[src/rtl/anim_pkg.sv]
// Encodings shared between the animation sequencer and sprite_mapper.
package anim_pkg;

  typedef enum logic [3:0] {
    ANIM_IDLE = 4'd0,
    ANIM_WALK = 4'd1,
    ANIM_JUMP = 4'd2,
    ANIM_ATK1 = 4'd3,
    ANIM_ATK2 = 4'd4,
    ANIM_HIT  = 4'd5
  } anim_state_e;

  localparam logic FACING_RIGHT = 1'b0;
  localparam logic FACING_LEFT  = 1'b1;

  localparam int FRAME_W = 6;

  // Bits needed to hold 0..max_val, never narrower than one bit.
  function automatic int cnt_width(input int max_val);
    return (max_val < 2) ? 1 : $clog2(max_val + 1);
  endfunction

endpackage

[src/rtl/anim_frame_timer.sv]
// Attack frame timer: divides frame_tick by TICKS_PER_FRAME and steps the frame index
// until the latched frame count is exhausted.
module anim_frame_timer
  import anim_pkg::*;
#(
  parameter int TICKS_PER_FRAME = 4,
  parameter int ACTIVE_FRAME    = 2
) (
  input  logic               clk,
  input  logic               rst,
  input  logic               tick,
  input  logic               start,
  input  logic               abort,
  input  logic [FRAME_W-1:0] num_frames,
  output logic [FRAME_W-1:0] frame,
  output logic               active,
  output logic               wrap,
  output logic               last
);

  localparam int TW = cnt_width(TICKS_PER_FRAME - 1);
  localparam logic [TW-1:0] TICK_LAST = TW'(TICKS_PER_FRAME - 1);

  logic               running;
  logic               run_nxt;
  logic [TW-1:0]      tick_cnt;
  logic [TW-1:0]      cnt_nxt;
  logic [FRAME_W-1:0] frame_nxt;
  logic [FRAME_W-1:0] n_frames;

  // wrap/last are combinational so the owner can act on the same frame_tick.
  assign wrap = tick && running && (tick_cnt == TICK_LAST);
  assign last = wrap && (frame == n_frames - FRAME_W'(1));

  always_comb begin
    run_nxt   = running;
    cnt_nxt   = tick_cnt;
    frame_nxt = frame;
    if (abort) begin
      run_nxt   = 1'b0;
      cnt_nxt   = '0;
      frame_nxt = '0;
    end else if (start) begin
      run_nxt   = 1'b1;
      cnt_nxt   = '0;
      frame_nxt = '0;
    end else if (tick && running) begin
      if (wrap) begin
        cnt_nxt = '0;
        if (last) begin
          run_nxt   = 1'b0;
          frame_nxt = '0;
        end else begin
          frame_nxt = frame + FRAME_W'(1);
        end
      end else begin
        cnt_nxt = tick_cnt + TW'(1);
      end
    end
  end

  always_ff @(posedge clk or posedge rst) begin
    if (rst) begin
      running  <= 1'b0;
      tick_cnt <= '0;
      frame    <= '0;
      n_frames <= '0;
      active   <= 1'b0;
    end else begin
      running  <= run_nxt;
      tick_cnt <= cnt_nxt;
      frame    <= frame_nxt;
      active   <= run_nxt && (frame_nxt == FRAME_W'(ACTIVE_FRAME));
      if (start) n_frames <= num_frames;
    end
  end

endmodule

[src/rtl/anim_controller.sv]
// Per-fighter animation sequencer: latches intents/hits between frame ticks and
// steps the animation state once per frame_tick with hit > atk1 > atk2 > jump > move.
module anim_controller
  import anim_pkg::*;
#(
  parameter int TICKS_PER_FRAME  = 4,
  parameter int ATK1_FRAMES      = 6,
  parameter int ATK2_FRAMES      = 8,
  parameter int ATK_ACTIVE_FRAME = 2,
  parameter int HITSTUN_TICKS    = 20,
  parameter int MIN_AIR_TICKS    = 2
) (
  input  logic               clk,
  input  logic               reset,
  input  logic               frame_tick,
  input  logic               move_left,
  input  logic               move_right,
  input  logic               jump_req,
  input  logic               atk1_req,
  input  logic               atk2_req,
  input  logic               hit,
  input  logic               on_ground,
  output logic [3:0]         anim_state,
  output logic [FRAME_W-1:0] anim_frame,
  output logic               facing,
  output logic               busy,
  output logic               atk_active,
  output logic               anim_done
);

  localparam int HW = cnt_width(HITSTUN_TICKS);
  localparam int AW = cnt_width(MIN_AIR_TICKS);
  localparam logic [HW-1:0] HIT_RELOAD = HW'(HITSTUN_TICKS);
  localparam logic [AW-1:0] AIR_MIN    = AW'(MIN_AIR_TICKS);

  anim_state_e   state;
  logic [HW-1:0] hit_cnt;
  logic [AW-1:0] air_cnt;
  logic          jump_pend, atk1_pend, atk2_pend, hit_pend;

  // Pending flags plus a pulse coincident with the tick both count.
  logic eff_jump, eff_atk1, eff_atk2, eff_hit;
  assign eff_jump = jump_pend | jump_req;
  assign eff_atk1 = atk1_pend | atk1_req;
  assign eff_atk2 = atk2_pend | atk2_req;
  assign eff_hit  = hit_pend  | hit;

  logic ground_ready, take_hit, take_atk1, take_atk2;
  assign ground_ready = ((state == ANIM_IDLE) || (state == ANIM_WALK)) && on_ground;
  assign take_hit     = frame_tick && eff_hit;
  assign take_atk1    = frame_tick && !eff_hit && ground_ready && eff_atk1;
  assign take_atk2    = frame_tick && !eff_hit && ground_ready && !eff_atk1 && eff_atk2;

  logic        one_move;
  anim_state_e settle_state;
  logic        move_facing;
  assign one_move     = move_left ^ move_right;
  assign settle_state = one_move ? ANIM_WALK : ANIM_IDLE;
  assign move_facing  = move_left ? FACING_LEFT : FACING_RIGHT;

  logic               tmr_wrap, tmr_last;
  logic [FRAME_W-1:0] tmr_frames;
  assign tmr_frames = take_atk1 ? FRAME_W'(ATK1_FRAMES) : FRAME_W'(ATK2_FRAMES);

  anim_frame_timer #(
    .TICKS_PER_FRAME(TICKS_PER_FRAME),
    .ACTIVE_FRAME   (ATK_ACTIVE_FRAME)
  ) u_timer (
    .clk       (clk),
    .rst       (reset),
    .tick      (frame_tick),
    .start     (take_atk1 || take_atk2),
    .abort     (take_hit),
    .num_frames(tmr_frames),
    .frame     (anim_frame),
    .active    (atk_active),
    .wrap      (tmr_wrap),
    .last      (tmr_last)
  );

  assign anim_state = state;

  // Every request is judged on the next tick and then forgotten, accepted or not.
  always_ff @(posedge clk or posedge reset) begin
    if (reset) begin
      jump_pend <= 1'b0;
      atk1_pend <= 1'b0;
      atk2_pend <= 1'b0;
      hit_pend  <= 1'b0;
    end else if (frame_tick) begin
      jump_pend <= 1'b0;
      atk1_pend <= 1'b0;
      atk2_pend <= 1'b0;
      hit_pend  <= 1'b0;
    end else begin
      jump_pend <= jump_pend | jump_req;
      atk1_pend <= atk1_pend | atk1_req;
      atk2_pend <= atk2_pend | atk2_req;
      hit_pend  <= hit_pend  | hit;
    end
  end

  always_ff @(posedge clk or posedge reset) begin
    if (reset) begin
      state     <= ANIM_IDLE;
      facing    <= FACING_RIGHT;
      busy      <= 1'b0;
      anim_done <= 1'b0;
      hit_cnt   <= '0;
      air_cnt   <= '0;
    end else begin
      anim_done <= 1'b0;
      if (frame_tick) begin
        if (eff_hit) begin
          state   <= ANIM_HIT;
          busy    <= 1'b1;
          hit_cnt <= HIT_RELOAD;
        end else begin
          case (state)
            ANIM_IDLE, ANIM_WALK: begin
              if (!on_ground) begin
                state   <= ANIM_JUMP;
                air_cnt <= '0;
              end else if (eff_atk1) begin
                state <= ANIM_ATK1;
                busy  <= 1'b1;
              end else if (eff_atk2) begin
                state <= ANIM_ATK2;
                busy  <= 1'b1;
              end else if (eff_jump) begin
                state   <= ANIM_JUMP;
                air_cnt <= '0;
              end else begin
                state <= settle_state;
                if (one_move) facing <= move_facing;
              end
            end
            ANIM_ATK1, ANIM_ATK2: begin
              if (tmr_last) begin
                state     <= settle_state;
                busy      <= 1'b0;
                anim_done <= 1'b1;
                if (one_move) facing <= move_facing;
              end
            end
            ANIM_JUMP: begin
              if (on_ground && (air_cnt == AIR_MIN)) begin
                state <= settle_state;
                if (one_move) facing <= move_facing;
              end else if (air_cnt != AIR_MIN) begin
                air_cnt <= air_cnt + AW'(1);
              end
            end
            ANIM_HIT: begin
              if (hit_cnt <= HW'(1)) begin
                state     <= on_ground ? ANIM_IDLE : ANIM_JUMP;
                air_cnt   <= '0;
                busy      <= 1'b0;
                anim_done <= 1'b1;
              end else begin
                hit_cnt <= hit_cnt - HW'(1);
              end
            end
            default: begin
              state <= ANIM_IDLE;
              busy  <= 1'b0;
            end
          endcase
        end
      end
    end
  end

endmodule

[config.mk]
export PLATFORM = sky130hd
export DESIGN_NAME = anim_controller
export DESIGN_NICKNAME = d
export VERILOG_FILES = /design/src/rtl/anim_pkg.sv /design/src/rtl/anim_frame_timer.sv /design/src/rtl/anim_controller.sv
export SDC_FILE = /design/constraint.sdc
export NUM_CORES = 1
export LEC_CHECK = 0
export ABC_AREA = 1
export BUFFER_PORTS_ARGS = -buffer_cell sky130_fd_sc_hd__buf_2
export CORE_ASPECT_RATIO = 0.9
export CORE_UTILIZATION = 60
export CTS_CLUSTER_SIZE = 40
export DETAILED_ROUTE_END_ITERATION = 6
export PLACE_DENSITY = 0.83
export SYNTH_ARGS = -nofsm -noshare
export SYNTH_HDL_FRONTEND = slang
export SYNTH_SLANG_ARGS = --single-unit
[constraint.sdc]
create_clock -name clk -period 3.2 [get_ports clk]
set_input_delay 0.48 -clock clk [delete_from_list [all_inputs] [get_ports clk]]
set_output_delay 0.48 -clock clk [all_outputs]
set_load 0.03 [all_outputs]
==> run metrics <==
FFs w/ async S/R, synth=100%; Setup crit end kind=flip-flop; CP startpoint kind=flip-flop; DR iter-0 viols=42; post-layout power=0.00113 W; filler-free cell count of the finished design=303; CORE AREA=2770 sq um; status=completed; Fmax achieved=598 MHz; Least-Margin Pin Slew=1.05 ns; origin of the critical flop-to-flop path=u_timer.n_frames[2]$_DFFE_PP0P_; die area=3170 sq um; CP Class=reg -> reg; HPWL Detailed=2.73 mm; Worst slew margin=29.8%; power density over the cells=576 nW/um^2; flops & latches, synth=29; largest net degree at the start of global routing=30; Rows=18; CP peak stage delay=0.39 ns; endpoints failing setup=0; Clock Skew=0.0105 ns; Routed WL per cell=11.7 um; Clock Sinks=29; CP max FO=7; DR DRC count=0; Post-Syn Nets=252; total CTS buffers=5; # port buffers=22; setup TNS=0 ns; sequential-to-total area share from yosys stat=41.0%; Routed WL=3.54 mm; worst-skew pair later-pin latency=0.32 ns; post-layout min period=1.67 ns; yosys warns=0; Synth Instances=236; crit path cell chain=inv_1, ha_1, nand2_1, nand3_1, nor2_1, nand3_2, nand3_1, nand2_2, nor2_4, o21ai_0; RSZ-0062 raised after global routing=false; Die Y-Extent=53.5 um; CTS Buffer Depth=2; dominant synthesized flop cell=dfrtp_1; Cell Area, Synth=1770 sq um; Max Slew Vio Count=0; worst path arrival time=1.88 ns; R2R setup slack=1.53 ns; ANT nets after route=0; final worst-path cycle share=52.3%; area delta synth->final=11.3%; Crit. Startpoint=u_timer.n_frames[2]$_DFFE_PP0P_; antenna diode count=0; antenna violations before repair=0; maxcap violations=0; number of global-route vias before repair=1,354; Leakage=1.04 nW; Hold Path Class=in -> async; Post-CTS Setup Repair Bufs=0; post-cts gate resize count=0; synth unique cells=29; CTS Root Cell=clkbuf_4; Post-CTS Hold Fix Bufs=0; filler instances=245; vias post-DR=1,557; CP most frequent cell=nand3_1; VDD IR max=0.401 mV; CTS tree=yes; H-tree depth=2; Fin. Hold Viols=0; gr usage total=25.6%; Synth Area per Inst=7.50 sq um; placed insts=296; Congestion Overflow GR=0; final layout net count=279; Starting Density=63.9%; gp weighted congestion=0.865; first-pass iteration count of the detailed router=4; Slowest-stage cell, CP=dfrtp_1; share of cells above drive strength 1=20.2%; die extent in x=59.2 um; first-pass GRT wire length=5.82 mm; via/cell ratio=5.14; Worst EP required=3.41 ns; Clock Pin Slew Worst Setup and Hold Paths=0.09 ns; num ports=24; EDFF count, synth=0
==> through the flow <==
stage | hold slack, ns | cell area [sq um] | worst slack [ns] | util, %
3_3_place_gp | 0.460 | 1910 | 1.50 | 69.1
4_1_cts | 0.425 | 1970 | 1.52 | 71.1
6_report | 0.403 | 1970 | 1.53 | 71.1
2_1_floorplan | 0.453 | 1770 | 1.66 | -
3_5_place_dp | 0.461 | 1910 | 1.43 | 69.1
5_1_grt | 0.426 | 1970 | 1.36 | 71.1
==> cells by family after synthesis <==
kind of cell    Yosys count  synth area share [%]
other cells               1                 0.212
compound gates           33                  10.3
xor+xnor                  3                  1.49
simple gates            122                  33.5
buf+inv                  42                  9.33
fa+ha+maj                 6                  4.24
flops                    29                  41.0
==> cells in the final DEF, fill, tap and decap left out, types with 4 or more instances in the layout <==
| cell type | instances |
|---|---|
| inv_1 | 35 |
| buf_2 | 22 |
| nor2_1 | 25 |
| o21ai_0 | 15 |
| inv_2 | 4 |
| nand3_1 | 22 |
| ha_1 | 6 |
| a21oi_1 | 10 |
| nand2_1 | 51 |
| dfrtp_1 | 29 |
| nand3_2 | 4 |
| clkbuf_4 | 5 |
| nand2_2 | 5 |
==> final timing paths <==
check / cells past startpoint / endpoint
setup / recovery: 10 / anim_state[1]$_DFFE_PP0P_
hold / removal: 2 / hit_cnt[3]$_DFFE_PP0P_
setup reg to reg: 10 / anim_state[1]$_DFFE_PP0P_
hold reg to reg: 2 / facing$_DFFE_PP0P_
max in group asynchronous: 2 / u_timer.frame[5]$_DFF_PP0_
min in group clk: 3 / jump_pend$_DFF_PP0_
==> routing by layer <==
metal | vias to the layer above | share of wire [%] | global-route usage (%)
li1 | 804 | - | -
met1 | 722 | 50 | 34.6
met2 | 26 | 45 | 40.6
met3 | 5 | 3.6 | 5.87
met4 | 0 | 1.0 | 8.33
met5 | - | 0 | 0
==> area by class of cell <==
cell class | instances | area (sq um) | area share (%)
clock buffers | 7 | 55.1 | 2.80
inverters | 40 | 150 | 7.62
multi-input cells | 165 | 878 | 44.6
flip-flops and latches | 29 | 726 | 36.8
well taps | 40 | 50.0 | 2.54
repair buffers | 22 | 110 | 5.59
==> Yosys cell counts (2+ instances only) <==
library cell   n  area (sq um)
nand2_2        5          31.3
ha_1           6          75.1
buf_4          2          15.0
nor2_4         3          33.8
o21ai_1        3          15.0
dfrtp_1       29           726
nand3_2        4          40.0
inv_1         35           131
a21oi_1       10          50.1
nor2_2         3          18.8
xor2_1         3          26.3
inv_2          4          15.0
o21ai_0       15          75.1
nand2_1       51           191
nor3_1         3          15.0
nand3_1       22           110
nor2_1        25          93.8
or2_2          2          12.5
==> state kept, by name, indices dropped and copies added (netlist names) <==
register / flops
air_cnt: 2
jump_pend: 1
busy: 1
u_timer.active: 1
u_timer.tick_cnt: 2
anim_state: 3
u_timer.frame: 6
anim_done: 1
u_timer.running: 1
atk1_pend: 1
atk2_pend: 1
u_timer.n_frames: 2
hit_cnt: 5
hit_pend: 1
facing: 1
==> critical path: cells and delay by family (launching register included) <==
kind	cells	cell delay [ns]
and+or+nand+nor	7	0.72
DFF	1	0.39
adders and majority gates	1	0.30
AOI/OAI and AO/OA	1	0.10
buffers and inverters	1	0.06
==> power breakdown <==
group	internal [W]	leakage (nW)	switching, W	total, W
registers	0.000433	0.377	0.0000517	0.000485
clock network	0.000104	0.0314	0.000118	0.000222
logic	0.000140	0.632	0.000288	0.000428
Note: power is estimated with default switching activity, not from simulation.
